### src/rtl/mul_pkg.sv
// Shared definitions for the iterative chunked multiplier.
// State codes and sizing helpers used by mul_iter_sw.
package mul_pkg;

  localparam logic [1:0] IDLE = 2'd0;
  localparam logic [1:0] CALC = 2'd1;
  localparam logic [1:0] SIGN = 2'd2;
  localparam logic [1:0] DONE = 2'd3;

  function automatic int num_chunks(
    input int width,
    input int chunk
  );
    return width / chunk;
  endfunction

  function automatic int cnt_width(input int n);
    return (n > 1) ? $clog2(n) : 1;
  endfunction

endpackage

### src/rtl/mul_iter_sw_if.sv
// Operand/result valid-ready bundle for mul_iter_sw.
// master drives operands and out_ready; slave is the multiplier.
interface mul_iter_sw_if #(
  parameter int WIDTH = 32
);

  logic               in_valid;
  logic               in_ready;
  logic [WIDTH-1:0]   a;
  logic [WIDTH-1:0]   b;
  logic               signed_mode;
  logic               out_valid;
  logic               out_ready;
  logic [2*WIDTH-1:0] result;

  modport master (
    output in_valid, a, b, signed_mode, out_ready,
    input  in_ready, out_valid, result
  );

  modport slave (
    input  in_valid, a, b, signed_mode, out_ready,
    output in_ready, out_valid, result
  );

endinterface

### src/rtl/mul_chunk_pp.sv
// Unsigned WIDTH x CHUNK partial product, purely combinational.
// The product always fits in WIDTH+CHUNK bits.
module mul_chunk_pp #(
  parameter int WIDTH = 32,
  parameter int CHUNK = 8
) (
  input  logic [WIDTH-1:0]       a,
  input  logic [CHUNK-1:0]       b,
  output logic [WIDTH+CHUNK-1:0] p
);

  logic [WIDTH+CHUNK-1:0] a_ext;
  logic [WIDTH+CHUNK-1:0] b_ext;

  assign a_ext = (WIDTH+CHUNK)'(a);
  assign b_ext = (WIDTH+CHUNK)'(b);
  assign p     = a_ext * b_ext;

endmodule

### src/rtl/mul_iter_sw.sv
// Iterative signed/unsigned multiplier, one CHUNK of b per cycle.
// Define MUL_EARLY_TERM_EN to stop once the remaining b bits are zero.
module mul_iter_sw
  import mul_pkg::*;
#(
  parameter int WIDTH = 32,
  parameter int CHUNK = 8
) (
  input  logic clk,
  input  logic rst_n,
  mul_iter_sw_if.slave bus,
  output logic busy
);

  localparam int N  = num_chunks(WIDTH, CHUNK);
  localparam int CW = cnt_width(N);
  localparam logic [CW-1:0] LAST = CW'(N - 1);

  logic [1:0]           state;
  logic [WIDTH-1:0]     a_mag;
  logic [WIDTH-1:0]     b_sh;
  logic                 neg;
  logic [CW-1:0]        cnt;
  logic [2*WIDTH-1:0]   acc;
  logic [2*WIDTH-1:0]   pp_ext;
  logic [2*WIDTH-1:0]   result_q;
  logic [WIDTH+CHUNK-1:0] pp;
  logic                 calc_end;

  function automatic logic [WIDTH-1:0] mag(
    input logic [WIDTH-1:0] x,
    input logic             sm
  );
    return (sm && x[WIDTH-1]) ? (~x + 1'b1) : x;
  endfunction

  mul_chunk_pp #(
    .WIDTH(WIDTH),
    .CHUNK(CHUNK)
  ) u_pp (
    .a(a_mag),
    .b(b_sh[CHUNK-1:0]),
    .p(pp)
  );

  assign pp_ext = (2*WIDTH)'(pp) << (CHUNK * int'(cnt));

`ifdef MUL_EARLY_TERM_EN
  // b_sh is already shifted down to chunk cnt; nothing above it -> done
  logic [WIDTH-1:0] b_rest;
  assign b_rest   = b_sh >> CHUNK;
  assign calc_end = (cnt == LAST) || (b_rest == '0);
`else
  assign calc_end = (cnt == LAST);
`endif

  always_ff @(posedge clk or negedge rst_n) begin
    if (!rst_n) begin
      state    <= IDLE;
      a_mag    <= '0;
      b_sh     <= '0;
      neg      <= 1'b0;
      cnt      <= '0;
      acc      <= '0;
      result_q <= '0;
    end else begin
      unique case (state)
        IDLE: begin
          if (bus.in_valid) begin
            a_mag <= mag(bus.a, bus.signed_mode);
            b_sh  <= mag(bus.b, bus.signed_mode);
            neg   <= bus.signed_mode &
                     (bus.a[WIDTH-1] ^ bus.b[WIDTH-1]);
            acc   <= '0;
            cnt   <= '0;
            state <= CALC;
          end
        end
        CALC: begin
          acc  <= acc + pp_ext;
          b_sh <= b_sh >> CHUNK;
          cnt  <= cnt + 1'b1;
          if (calc_end) state <= SIGN;
        end
        SIGN: begin
          result_q <= neg ? (~acc + 1'b1) : acc;
          state    <= DONE;
        end
        DONE: begin
          if (bus.out_ready) state <= IDLE;
        end
        default: state <= IDLE;
      endcase
    end
  end

  assign bus.in_ready  = (state == IDLE);
  assign bus.out_valid = (state == DONE);
  assign bus.result    = result_q;
  assign busy          = (state != IDLE);

endmodule
### src/flat_wrapper.sv
// flat-port wrapper written by rule: the top's interface ports become plain ports
module mul_iter_sw_flat import mul_pkg::*;
#(
  parameter int WIDTH = 32,
  parameter int CHUNK = 8
)
  (clk, rst_n, busy, bus_in_valid, bus_a, bus_b, bus_signed_mode, bus_out_ready, bus_in_ready, bus_out_valid, bus_result);
  mul_iter_sw_if #(.WIDTH(WIDTH)) bus_i ();
  input  logic clk;
  input  logic rst_n;
  output logic busy;
  input wire logic [$bits(bus_i.in_valid)-1:0] bus_in_valid;
  input wire logic [$bits(bus_i.a)-1:0] bus_a;
  input wire logic [$bits(bus_i.b)-1:0] bus_b;
  input wire logic [$bits(bus_i.signed_mode)-1:0] bus_signed_mode;
  input wire logic [$bits(bus_i.out_ready)-1:0] bus_out_ready;
  output wire logic [$bits(bus_i.in_ready)-1:0] bus_in_ready;
  output wire logic [$bits(bus_i.out_valid)-1:0] bus_out_valid;
  output wire logic [$bits(bus_i.result)-1:0] bus_result;
  assign bus_i.in_valid = bus_in_valid;
  assign bus_i.a = bus_a;
  assign bus_i.b = bus_b;
  assign bus_i.signed_mode = bus_signed_mode;
  assign bus_i.out_ready = bus_out_ready;
  assign bus_in_ready = bus_i.in_ready;
  assign bus_out_valid = bus_i.out_valid;
  assign bus_result = bus_i.result;
  mul_iter_sw #(.WIDTH(WIDTH), .CHUNK(CHUNK)) u_core (.clk(clk), .rst_n(rst_n), .bus(bus_i), .busy(busy));
endmodule
### config.mk
export PLATFORM = sky130hd
export DESIGN_NAME = mul_iter_sw_flat
export DESIGN_NICKNAME = d
export VERILOG_FILES = /design/src/rtl/mul_pkg.sv /design/src/rtl/mul_iter_sw_if.sv /design/src/rtl/mul_chunk_pp.sv /design/src/rtl/mul_iter_sw.sv /design/src/flat_wrapper.sv
export SDC_FILE = /design/constraint.sdc
export NUM_CORES = 1
export LEC_CHECK = 0
export ABC_CLOCK_PERIOD_IN_PS = 12100
export BUFFER_PORTS_ARGS = -buffer_cell sky130_fd_sc_hd__buf_2
export CORE_MARGIN = 8
export CORE_UTILIZATION = 55
export CTS_CLUSTER_SIZE = 14
export DETAILED_ROUTE_END_ITERATION = 10
export PLACE_DENSITY = 0.73
export RECOVER_POWER = 100
export SLEW_MARGIN = 15
export SYNTH_ARGS = -nofsm -noshare
export SYNTH_HDL_FRONTEND = slang
export SYNTH_SLANG_ARGS = --single-unit
### constraint.sdc
create_clock -name clk -period 12.1 [get_ports clk]
set_input_delay 1.815 -clock clk [delete_from_list [all_inputs] [get_ports clk]]
set_output_delay 1.815 -clock clk [all_outputs]
set_load 0.02 [all_outputs]
### After elaboration in Yosys (flattened, before gate mapping)

Index checks and enable logic that the tools add are counted.

| storage, ports and cells | value |
|---|---|
| bits in writable memories | 0 |
| memories | 0 |
| ROM bits | 0 |
| bits in registers | 197 |
| output and inout port bits | 67 |
| bits in latches | 0 |
| logic and storage cells | 47 |

| cells by class | value |
|---|---|
| bitwise gates (word level) | 5 |
| $add $sub $neg | 5 |
| mux-type cells | 13 |
| shift-type cells | 1 |
| reduce and logical (&&, ||, !) cells | 8 |
| order comparisons | 0 |
| multipliers | 1 |
| divide/modulo/power cells | 0 |
| eq/ne operators | 7 |

Operators by type and width:

| cell | count |
|---|---|
| 64-bit 2-to-1 mux | 2 |
| 64-bit one-hot mux with 2 select lines | 1 |
| 32-bit 2-to-1 mux | 3 |
| 32-bit by 1-bit adder with 32-bit output, second input constant | 2 |
| 64-bit by 1-bit adder with 64-bit output, second input constant | 1 |
| 64-bit adder | 1 |
| 32-bit inverter | 2 |
| 64-bit inverter | 1 |
| 32-bit one-hot mux with 2 select lines | 1 |
| 40-bit by 5-bit left shift with 64-bit output | 1 |
| 32-bit by 8-bit multiplier with 40-bit output | 1 |
| 2-bit 2-to-1 mux | 4 |
| 2-bit one-hot mux with 4 select lines | 1 |
| 2-bit equality test, second input constant | 3 |
| 2-bit != test, second input constant | 2 |
| 2-bit one-hot mux with 2 select lines | 1 |
| 2-bit AND reduction | 2 |
| 2-bit nonzero test | 2 |
| 3-bit AND reduction | 1 |
| 2-bit by 1-bit adder with 2-bit output, second input constant | 1 |
| 2-bit by 1-bit equality test with 1-bit output, second input constant | 1 |
| 1-bit logical AND | 2 |
| 2-bit zero test | 1 |
| 2-bit by 1-bit != test with 1-bit output, second input constant | 1 |
| other kinds (2) | 2 |

### Depth between registers and ports, before layout

Gate-level depths: netlist of run 1.

| depth | value |
|---|---|
| depth in word-level cells | 5 |
| depth in mapped cells | 33 |
| depth with buffers taken out | 31 |

### Hierarchy

Synthesis of run 1 repeated with hierarchy kept, for this count alone.

| unflattened totals | value |
|---|---|
| cell total of the unflattened synthesis | 2752 |
| area total of the unflattened synthesis | 22825.6 um^2 |

By module, submodules not included:

| module | instances | area an instance (um^2) | cells an instance | seq. area each (um^2) |
|---|---|---|---|---|
| mul_iter_sw | 1 | 14751.6 | 1815 | 4929.7 |
| mul_chunk_pp | 1 | 8074.0 | 937 | 0.0 |

### Worst setup path after synthesis of run 1

No wires, ideal clock.

| timing path | value |
|---|---|
| path type | register -> register |
| start point | register u_core.b_sh[7] |
| end point | register u_core.acc[58] |
| setup time | 122 ps |
| cell stages (with the launch flop) | 32 |
| data required time | 11978 ps |
| setup slack | 4123 ps |
| arrival time | 7856 ps |
| cells stage by stage | dfrtp_1 -> clkbuf_1 -> nand2_1 -> fa_1 -> fa_1 -> inv_1 -> fa_1 -> inv_1 -> fa_1 -> inv_1 -> ha_1 -> o21ai_0 -> o21ai_0 -> a21oi_1 -> or4_1 -> a2111o_1 -> a21oi_1 -> o2111ai_1 -> nor2b_1 -> xnor2_1 -> mux4_2 -> ha_1 -> a21o_1 -> a21oi_1 -> o221ai_1 -> a21oi_1 -> nor2_1 -> o21ai_0 -> or3_1 -> a311oi_1 -> or3_1 -> a32o_1 |

| on the way | value |
|---|---|
| word-level cells in the longest chain between the ends | 4 |

Ends and longest elaborated chain:

| element | line | text |
|---|---|---|
| from (decl) | mul_iter_sw.sv:21 | `logic [WIDTH-1:0] b_sh;` |
| from (signal assigned) | mul_iter_sw.sv:71 | `b_sh <= mag(bus.b, bus.signed_mode);` |
| from (signal assigned) | mul_iter_sw.sv:81 | `b_sh <= b_sh >> CHUNK;` |
| 32-bit by 8-bit multiplier with 40-bit output | mul_chunk_pp.sv:17 | `assign p = a_ext * b_ext;` |
| 40-bit by 5-bit left shift with 64-bit output | mul_iter_sw.sv:46 | `assign pp_ext = (2*WIDTH)'(pp) << (CHUNK * int'(cnt));` |
| 64-bit adder | mul_iter_sw.sv:80 | `acc <= acc + pp_ext;` |
| 64-bit one-hot mux with 2 select lines | mul_iter_sw.sv:67 | `unique case (state)` |
| to (signal assigned) | mul_iter_sw.sv:80 |  |
| to (decl) | mul_iter_sw.sv:24 | `logic [2*WIDTH-1:0] acc;` |

Every way passes these cells.
A chain may end at the register's enable or synchronous reset.

### Worst setup path after layout of run 1

| timing path | value |
|---|---|
| start point | register u_core.b_sh[2] |
| end point | register u_core.acc[63] |

The elaborated chain is that of the path after synthesis.

==> impl_results.md, run 1 <==
* Final Skew at between 20 and 25 ps
* Site Rows at 74
* Yosys cell types at just under 80
* Final setup vio count at 0
* DIE AREA at ~48,000 um2
* Failing checks: capacitance limit, slew limit
* Slowest CP cell: a2111oi_0
* CP arrival at roughly 11,000 ps
* Area Overhead vs Synth at 6.18%
* Largest net degree at the start of global routing at 80
* Slew Viols, Final at approximately 530
* Die Span X at 219 um
* Sequential cell area fraction in the yosys report at around 22%
* Final period util at a little over four fifths
* Initial antenna violation count at 0
* Post-CTS Setup Bufs at 0
* Final setup TNS at 0 ps
* DRC viols at 0
* Setup CP Type: register to register
* MaxCap Viol Count at 8
* Synth top area share at 21.7%
* DR vias at just under 20,000
* Fin. Hold Viols at 0
* Drt first-iter violations at ~1,400
* Crit path required time at 12,520 ps
* Overflow left after global routing at 0
* Worst min-delay path class: register to register
* GPL Wtd Cong at around 1.0
* Cell count after synthesis at about 2,800
* Synth Area in Adders at approximately a quarter
* Synth area leader: dfrtp_1
* Dominant cells by area after synthesis: dfrtp_1 22%, fa_1 16%, ha_1 7.6%, and2_1 6.0%, a21oi_1 5.2%
* RSZ-0062 raised after global routing: no
* Diodes inserted at 0
* Clock Latency Late Sink at a little over 500 ps
* Max_slew headroom at -212%
* Asr flop ratio synth at between 90% and 100%
* Root Buffer: clkbuf_16
* Die Height at 219 um
* Endpoint class of the critical path: register
* Synth Register Bits at 197
* Pre-antenna DRT Iters at 6
* Share of cells above drive strength 1 at 4.84%
* Largest family of logic cells by synthesized area: adder cells
* Starting Density at a little under three fifths
* Mux cell area share after synthesis at less than 1%
* Area of the mapped netlist at about 23,000 um2
* Least-Margin Pin Slew at between 4000 and 5000 ps
* Complex-gate fraction of the synthesized area at between 20 and 25%
* Status: finished, violations left
* CTS Sinks at roughly 200
* Clock tree buffer depth at 2
* Top FF cell, synth: dfrtp_1
* Fin Hold WS at a little under 500 ps
* Fin crit period at roughly 10,000 ps
* Post-Route WL at between 60,000 and 70,000 um
* Cell repeated most along the worst path: fa_1
* Fmax at between 90 and 100 MHz
* EDFF count, synth at 0
* CP Max Fanout at 19
* GR Util All Layers at 25.4%
* YS warnings at 0
* Cts hold-fix bufs at 0
* Post-DP HPWL at between 40,000 and 50,000 um
* CTS clk-pin slew, worst paths at ~80 ps
* Synthesized net count at 3,144
* Total Nets Final at between 3,000 and 4,000
* Worst Setup Start Kind: register
* Vias in the first global route at between 15,000 and 20,000
* Placeable Area at ~41,000 um2
* CTS H-tree lvls at 4
* CTS tree: done
* Simple-gate share of the synthesized area at 19.8%
* Post-Syn Area per Cell at between 8 and 9 um2
* Antenna-violating nets left at 0
* CTS Buf Count at 17
* First-pass GRT wire length at around 100,000 um
* Number of port buffers at between 100 and 150
* Wire per inst at ~18 um
* Vias per Instance at 5.89
* CP max stage delay at approximately 920 ps
* Num ports at 136
* Post-cts sizing count at 0
* Post-synthesis xor/xnor area fraction at 7.67%
critical path: cells and delay by family (launching register included):
kind,cells,cell delay (ps)
flip-flops,1,600
AO/OA/AOI/OAI,13,4550
buffers and inverters,3,790
XOR/XNOR,1,430
AND/OR/NAND/NOR,7,920
adder cells (fa/ha/maj),6,2790
state kept, by name, summed over array words and instances, names as in the netlist:
name and cells:
u_core.neg 1, u_core.cnt 2, u_core.b_sh 32, u_core.bus.result 64, u_core.acc 64, u_core.state 2
u_core.a_mag 32
path summary, 6_finish.rpt:
| path | start | end | slack [ps] | cells after the start |
|---|---|---|---|---|
| max | u_core.b_sh[2]$_DFFE_PN0P_ | u_core.acc[63]$_DFFE_PN0P_ | 1940 | 30 |
| min | u_core.b_sh[15]$_DFFE_PN0P_ | u_core.b_sh[15]$_DFFE_PN0P_ | 480 | 2 |
| max reg2reg | u_core.b_sh[2]$_DFFE_PN0P_ | u_core.acc[63]$_DFFE_PN0P_ | 1940 | 30 |
| min reg2reg | u_core.b_sh[15]$_DFFE_PN0P_ | u_core.b_sh[15]$_DFFE_PN0P_ | 480 | 2 |
| max in group asynchronous | rst_n | u_core.neg$_DFFE_PN0P_ | 3720 | 2 |
| min in group asynchronous | rst_n | u_core.bus.result[40]$_DFFE_PN0P_ | 2750 | 1 |
logic make-up after synthesis:
group                    after synthesis
multiplexers                          18
adder cells (fa/ha/maj)              319
buffers and inverters                368
XOR/XNOR                             199
AO/OA/AOI/OAI                        746
AND/OR/NAND/NOR                      909
flip-flops                           197
cells in the mapped netlist (all sizes together) (17+ instances only):
cell type / instances
or3: 25
fa: 181
xor2: 123
or4: 22
o21ai: 223
and2: 218
a21o: 56
and3: 22
o31ai: 46
inv: 236
ha: 138
dfrtp: 197
nand2: 302
nand3: 38
xnor2: 76
o41ai: 17
clkbuf: 124
nor4: 17
nor3: 28
nor2: 183
o21bai: 22
a21oi: 237
layout by cell type, fill, tap and decap left out, types with 123 or more instances in the layout:
cell | Yosys | routed
nand2_1 | 302 | 301
fa_1 | 181 | 181
o21ai_0 | 217 | 223
and2_1 | 218 | 216
nor2_1 | 183 | 183
inv_1 | 236 | 236
dfrtp_1 | 197 | 196
ha_1 | 138 | 137
a21oi_1 | 237 | 237
xor2_1 | 123 | 123
stage by stage:
| step | utilization (%) | cells | worst slack (ps) | area, um2 |
|---|---|---|---|---|
| floorplan | - | 2756 | 4120 | 22700 |
| global placement | 58.1 | 3312 | 2810 | 23700 |
| detailed placement | 58.1 | 3312 | 2640 | 23700 |
| CTS | 59.5 | 3344 | 2530 | 24300 |
| global route | 59.1 | 3344 | 1320 | 24100 |
| finish | 59.1 | 3344 | 1940 | 24100 |
per-layer routing:
layer  part of all wire (%)  GRT usage (%)  vias up
met5                      0              0        -
met4                    2.5           8.07        0
met3                    5.8           3.87      105
met2                     46           41.1      647
met1                     45           34.8     9443
li1                       -              -     9490
cell type report:
type	count	area [um2]
Fill cell	3728	16700
Multi-Input combinational cell	2191	16300
Clock buffer	20	457
Inverter	238	893
Sequential cell	197	4930
Tap cell	532	666
Clock inverter	12	118
Timing Repair Buffer	154	708
Power of run 1 is left out: the tool's default activity adds up to more than one toggle a clock period on the data nets, which glitch-free logic cannot reach.
==> run 2, diff against run 1 <==
ABC_CLOCK_PERIOD_IN_PS = 8700   (was 12100)
PLACE_DENSITY = 0.76   (was 0.73)
clock period = 8.7 ns   (was 12.1 ns; I/O delays follow)
==> run 2 against run 1 <==
Compared with the run above:
- the flow still finishes with violations (capacitance limit, slew limit)
- fmax increased by 21%
- sequential share of layout area decreased by 0.65 points
- non-clock buffer count increased by 100
- utilization increased by 2.0 points
- register-to-register slack got worse by 1600 ps
- die area unchanged
- clock skew decreased by 9.0 ps
- sequential cell count unchanged
- wire length increased by 0.95%
- cell count increased by 3.0%
- worst setup slack got worse by 1600 ps
- highest routed layer unchanged
==> impl_results.md, run 2 (synthesis gave the netlist of run 1 again) <==
* Commonest non-fill, non-tap cell in the layout: nand2_1
* Dpl ws at approximately 130 ps
* Clock Latency Late Sink at approximately 470 ps
* CP Buf/Inv Count at 5
* Most frequent cells in the layout: 301 x nand2_1, 236 x inv_1, 235 x a21oi_1, 220 x o21ai_0, 216 x and2_1
* Cell repeated most along the worst path: fa_1
* End of the critical path: u_core.acc[63]$_DFFE_PN0P_
* Fin. Hold Viols at 0
* Failing checks: capacitance limit, slew limit
* Critical path depth at 32
* Largest net degree at the start of global routing at 81
* Num ports at ~140
* Design Area, Final at approximately 25,000 um2
* Endpoint class of the critical path: register
* Root Buffer: clkbuf_16
* CTS clk-pin slew, worst paths at around 70 ps
* RSZ-0062 raised after global routing: yes
* Die Height at between 200 and 250 um
* DRC viols at 0
* Antenna-violating nets left at 0
* Area Overhead vs Synth at 9.79%
* GR Util All Layers at roughly 25%
* Placed Area at about 24,000 um2
* Total Nets Final at ~3,300
* Overflow left after global routing at 0
* Final setup vio count at 0
* Critical path's top delay family: compound AO/OA/AOI/OAI gates
* Die Span X at roughly 220 um
* Fmax at about 120 MHz
* Site Rows at 74
* Final period util at approximately 96%
* Share of cells above drive strength 1 at 8.62%
* Drt first-iter violations at 1,357
* CP arrival at between 8000 and 9000 ps
* Diodes inserted at 0
* Crit path from: u_core.b_sh[3]$_DFFE_PN0P_
* CTS H-tree lvls at 4
* Starting Density at a little under three fifths
* Fin Hold WS at just under 500 ps
* CP max stage delay at roughly 540 ps
* Pre-antenna DRT Iters at 5
* DIE AREA at between 40,000 and 50,000 um2
* MaxCap Viol Count at 8
* DR vias at 20,100
* Final Skew at 14.2 ps
* Post-Route WL at 60,700 um
* Reg2Reg Launch Point: u_core.b_sh[3]$_DFFE_PN0P_
* Slowest CP cell: fa_1
* Post-DP HPWL at between 40,000 and 50,000 um
* Vias per Instance at between 5 and 6
* Placeable Area at around 41,000 um2
* Worst Reg-to-Reg Cells at 32
* Crit path required time at 9090 ps
* GPL Wtd Cong at between 0.9 and 1
* Slew Viols, Final at between 400 and 500
* Initial antenna violation count at 0
* Clock tree buffer depth at 2
* Worst Setup Start Kind: register
* CTS Sinks at between 150 and 200
* Post-CTS Setup Bufs at 0
* CTS Buf Count at 17
* Setup CP Type: register to register
* R2R Path End: u_core.acc[63]$_DFFE_PN0P_
* Post-route setup slack at ~340 ps
* CTS tree: done
* Number of port buffers at around 140
* Least-Margin Pin Slew at 4160 ps
* Status: finished, violations left
* CP Max Fanout at 15
* Vias in the first global route at ~20,000
* First-pass GRT wire length at around 100,000 um
* Flop2flop setup slack at between 300 and 400 ps
* Fin crit period at between 8000 and 9000 ps
* Wire per inst at approximately 18 um
* Worst min-delay path class: register to register
* Max_slew headroom at -177%
## run 2: cell type report
cell class	instances	area, um2
Clock buffer	19	453
Tap cell	532	666
Multi-Input combinational cell	2191	16400
Fill cell	3642	15900
Timing Repair Buffer	254	1460
Clock inverter	12	123
Sequential cell	197	4940
Inverter	238	893
## run 2: worst min-delay path by stage
| stage | from | end | slack [ps] | cells after the start |
|---|---|---|---|---|
| floorplan | u_core.b_sh[8]$_DFFE_PN0P_ | u_core.b_sh[8]$_DFFE_PN0P_ | 450 | 2 |
| CTS | u_core.b_sh[29]$_DFFE_PN0P_ | u_core.b_sh[29]$_DFFE_PN0P_ | 490 | 2 |
| global placement | u_core.b_sh[31]$_DFFE_PN0P_ | u_core.b_sh[31]$_DFFE_PN0P_ | 470 | 2 |
| global route | u_core.b_sh[30]$_DFFE_PN0P_ | u_core.b_sh[30]$_DFFE_PN0P_ | 510 | 2 |
| finish | u_core.b_sh[11]$_DFFE_PN0P_ | u_core.b_sh[11]$_DFFE_PN0P_ | 490 | 2 |
| detailed placement | u_core.b_sh[29]$_DFFE_PN0P_ | u_core.b_sh[29]$_DFFE_PN0P_ | 470 | 2 |
## run 2: routing by layer
metal / global-route usage, % / wire length (um) / vias up
met3: 3.46 / 3080 / 89
met2: 41.1 / 28400 / 582
met5: 0 / 0 / -
li1: - / - / 9684
met4: 8.39 / 1520 / 0
met1: 34.9 / 27800 / 9698
## run 2: through the flow
step	util (%)	std cells	TNS [ps]
3_3_place_gp	60.0	3412	0
4_1_cts	61.4	3443	0
6_report	61.1	3443	0
3_5_place_dp	60.0	3412	0
2_1_floorplan	-	2756	0
5_1_grt	61.1	3443	-122
## run 2: worst register-to-register path, delay by kind of cell (launching register included)
family / cells / cell delay [ps]
compound gates: 15 / 3620
xor+xnor: 1 / 180
fa+ha+maj: 6 / 2620
buf+inv: 5 / 660
flops: 1 / 510
simple gates: 5 / 670
## run 2: repair_timing
item                       4_1_cts  5_1_grt
setup endpoints to repair        0       14
resized for setup                0       20
hold buffers                     0        0
Power of run 2 is left out for the same reason.
==> run 3, diff against run 2 <==
ABC_CLOCK_PERIOD_IN_PS = 8900   (was 8700)
PLACE_DENSITY = 0.73   (was 0.76)
clock period = 8.9 ns   (was 8.7 ns; I/O delays follow)
==> run 3 against run 2 <==
Compared with the run above:
- worst setup slack improved by 18 ps
- final area fell by 1.1%
- register-to-register slack gained 20 ps
- critical path type unchanged
- utilization down 0.68 points
- hold slack worse by 5.4 ps
- fmax is 2.1% lower
- cell count down 1.4%
- highest routed layer unchanged
- via count decreased by 0.81%
- first-iteration DRC count grew 12%
- the flow still finishes with violations (capacitance limit, slew limit)
- clock skew rose by 0.64 ps
- global-route usage grew 0.27 points
==> impl_results.md, run 3 (synthesis gave the netlist of run 1 again) <==
* Status: finished, violations left
* Failing checks: capacitance limit, slew limit
* Worst Setup Start Kind: register
* Layer with the highest usage: met2
* Die Span X at approximately 220 um
* Drt first-iter violations at about 1,500
* Most frequent cells in the layout: 301 x nand2_1, 236 x inv_1, 235 x a21oi_1, 220 x o21ai_0, 215 x and2_1
* Post-DP HPWL at approximately 50,000 um
* MaxCap Viol Count at 6
* Antenna-violating nets left at 0
* Starting Density at a little under three fifths
* Reg2Reg Launch Point: u_core.b_sh[3]$_DFFE_PN0P_
* Final period util at around 96%
* Die Height at 219 um
* CTS tree: done
* Number of fill cells in the layout at approximately 3,700
* DRC viols at 0
* Hold EP: u_core.b_sh[11]$_DFFE_PN0P_
* Commonest non-fill, non-tap cell in the layout: nand2_1
* CP arrival at around 9000 ps
* Dpl ws at between 200 and 300 ps
* Total Nets Final at 3,238
* GPL Wtd Cong at 1.01
* Fmax at ~120 MHz
* DIE AREA at 48,100 um2
* FF+latch area at 4940 um2
* Initial antenna violation count at 0
* CTS Buf Count at 17
* Slowest CP cell: fa_1
* CP max stage delay at approximately 560 ps
* Worst min-delay path class: register to register
* Post-Route WL at around 60,000 um
* CP Buf/Inv Count at 7
* Least-Margin Pin Slew at about 5400 ps
* Multi-input combinational cell area at 16,400 um2
* Hold path depth at 2
* Fin. Hold Viols at 0
* CTS Sinks at about 200
* Overflow left after global routing at 0
* Crit path required time at 9260 ps
* CP Max Fanout at 11
* DR vias at 19,900
* CTS clk-pin slew, worst paths at ~70 ps
* Largest net degree at the start of global routing at 98
* Clock Latency Late Sink at about 470 ps
* First-pass GRT wire length at around 100,000 um
* GR Util All Layers at 25.7%
* Max_slew headroom at -263%
* R2R Path End: u_core.acc[54]$_DFFE_PN0P_
* Hold_sp: u_core.b_sh[11]$_DFFE_PN0P_
* Flop2flop setup slack at around 360 ps
* Critical path's top delay family: compound AO/OA/AOI/OAI gates
* Final Skew at 14.9 ps
* Endpoint class of the critical path: register
* Clock tree buffer depth at 2
* Site Rows at 74
* Pre-antenna DRT Iters at 6
* CTS H-tree lvls at 4
* Vias in the first global route at a little under 20,000
* Vias per Instance at between 5 and 6
* Placeable Area at 40,800 um2
* Diodes inserted at 0
* Final setup vio count at 0
* Met1 GRT Util at approximately a third
* Slew Viols, Final at between 300 and 400
* Cell repeated most along the worst path: a21oi_1
* Fin crit period at between 8000 and 9000 ps
* Wire per inst at approximately 18 um
* Num ports at ~140
* Area Overhead vs Synth at 8.58%
* GR Layer Usage met3 at a little over 3%
* Worst Reg-to-Reg Cells at 33
* Share of cells above drive strength 1 at about 7.0%
* Number of port buffers at between 100 and 150
* Setup CP Type: register to register
* Post-route setup slack at roughly 360 ps
* Post-CTS Setup Bufs at 0
* Fin util at 60.4%
* Root Buffer: clkbuf_16
* Met2 usage at around two fifths
==> run 3: cell types whose count changed in the layout (fill, tap and decap cells not counted), moves of 2 or more <==
cell	change
a221oi_1	+2
a221oi_2	-2
buf_4	-50
bufinv_16	+4
clkinvlp_4	-4
inv_6	+2
==> run 3: worst max path at each step <==
stage                                     startpoint                    endpoint  cells past startpoint
final                     u_core.b_sh[3]$_DFFE_PN0P_  u_core.acc[54]$_DFFE_PN0P_                     33
after global routing      u_core.b_sh[3]$_DFFE_PN0P_  u_core.acc[54]$_DFFE_PN0P_                     31
after CTS                 u_core.b_sh[3]$_DFFE_PN0P_  u_core.acc[58]$_DFFE_PN0P_                     31
after detailed placement  u_core.b_sh[7]$_DFFE_PN0P_  u_core.acc[58]$_DFFE_PN0P_                     30
after global placement    u_core.b_sh[3]$_DFFE_PN0P_  u_core.acc[58]$_DFFE_PN0P_                     30
after floorplan           u_core.b_sh[7]$_DFFE_PN0P_  u_core.acc[58]$_DFFE_PN0P_                     31
==> run 3: per-layer routing <==
| layer | up-vias | share of wire, % |
|---|---|---|
| li1 | 9605 | - |
| met2 | 629 | 47 |
| met1 | 9549 | 46 |
| met3 | 108 | 5.2 |
| met4 | 0 | 2.7 |
| met5 | - | 0 |
==> run 3: what timing repair did <==
item | CTS | global route
resized for setup | 0 | 18
setup endpoints to repair | 0 | 14
hold buffers | 0 | 0
==> run 3: layout make-up <==
cell class,count,share of cell area [%]
multi-input combinational,2191,66.5
sequential,197,20.0
timing repair buffer,205,4.41
inverter,238,3.62
tap,532,2.70
clock buffer,20,1.89
clock inverter,12,0.852
==> run 3: through the flow <==
stage / hold slack [ps] / std cells / instance area [um2] / TNS (ps)
floorplan: 450 / 2756 / 22700 / 0
global placement: 472 / 3362 / 24100 / 0
detailed placement: 476 / 3362 / 24100 / 0
CTS: 492 / 3394 / 24800 / 0
global route: 520 / 3395 / 24700 / -3.15
finish: 487 / 3395 / 24700 / 0
==> run 3: worst min-delay path, delay by kind of cell, from the launching register on <==
family,cells,cell delay (ps)
compound gates,1,60
flops,1,350
simple gates,1,50
Power of run 3 is left out for the same reason.
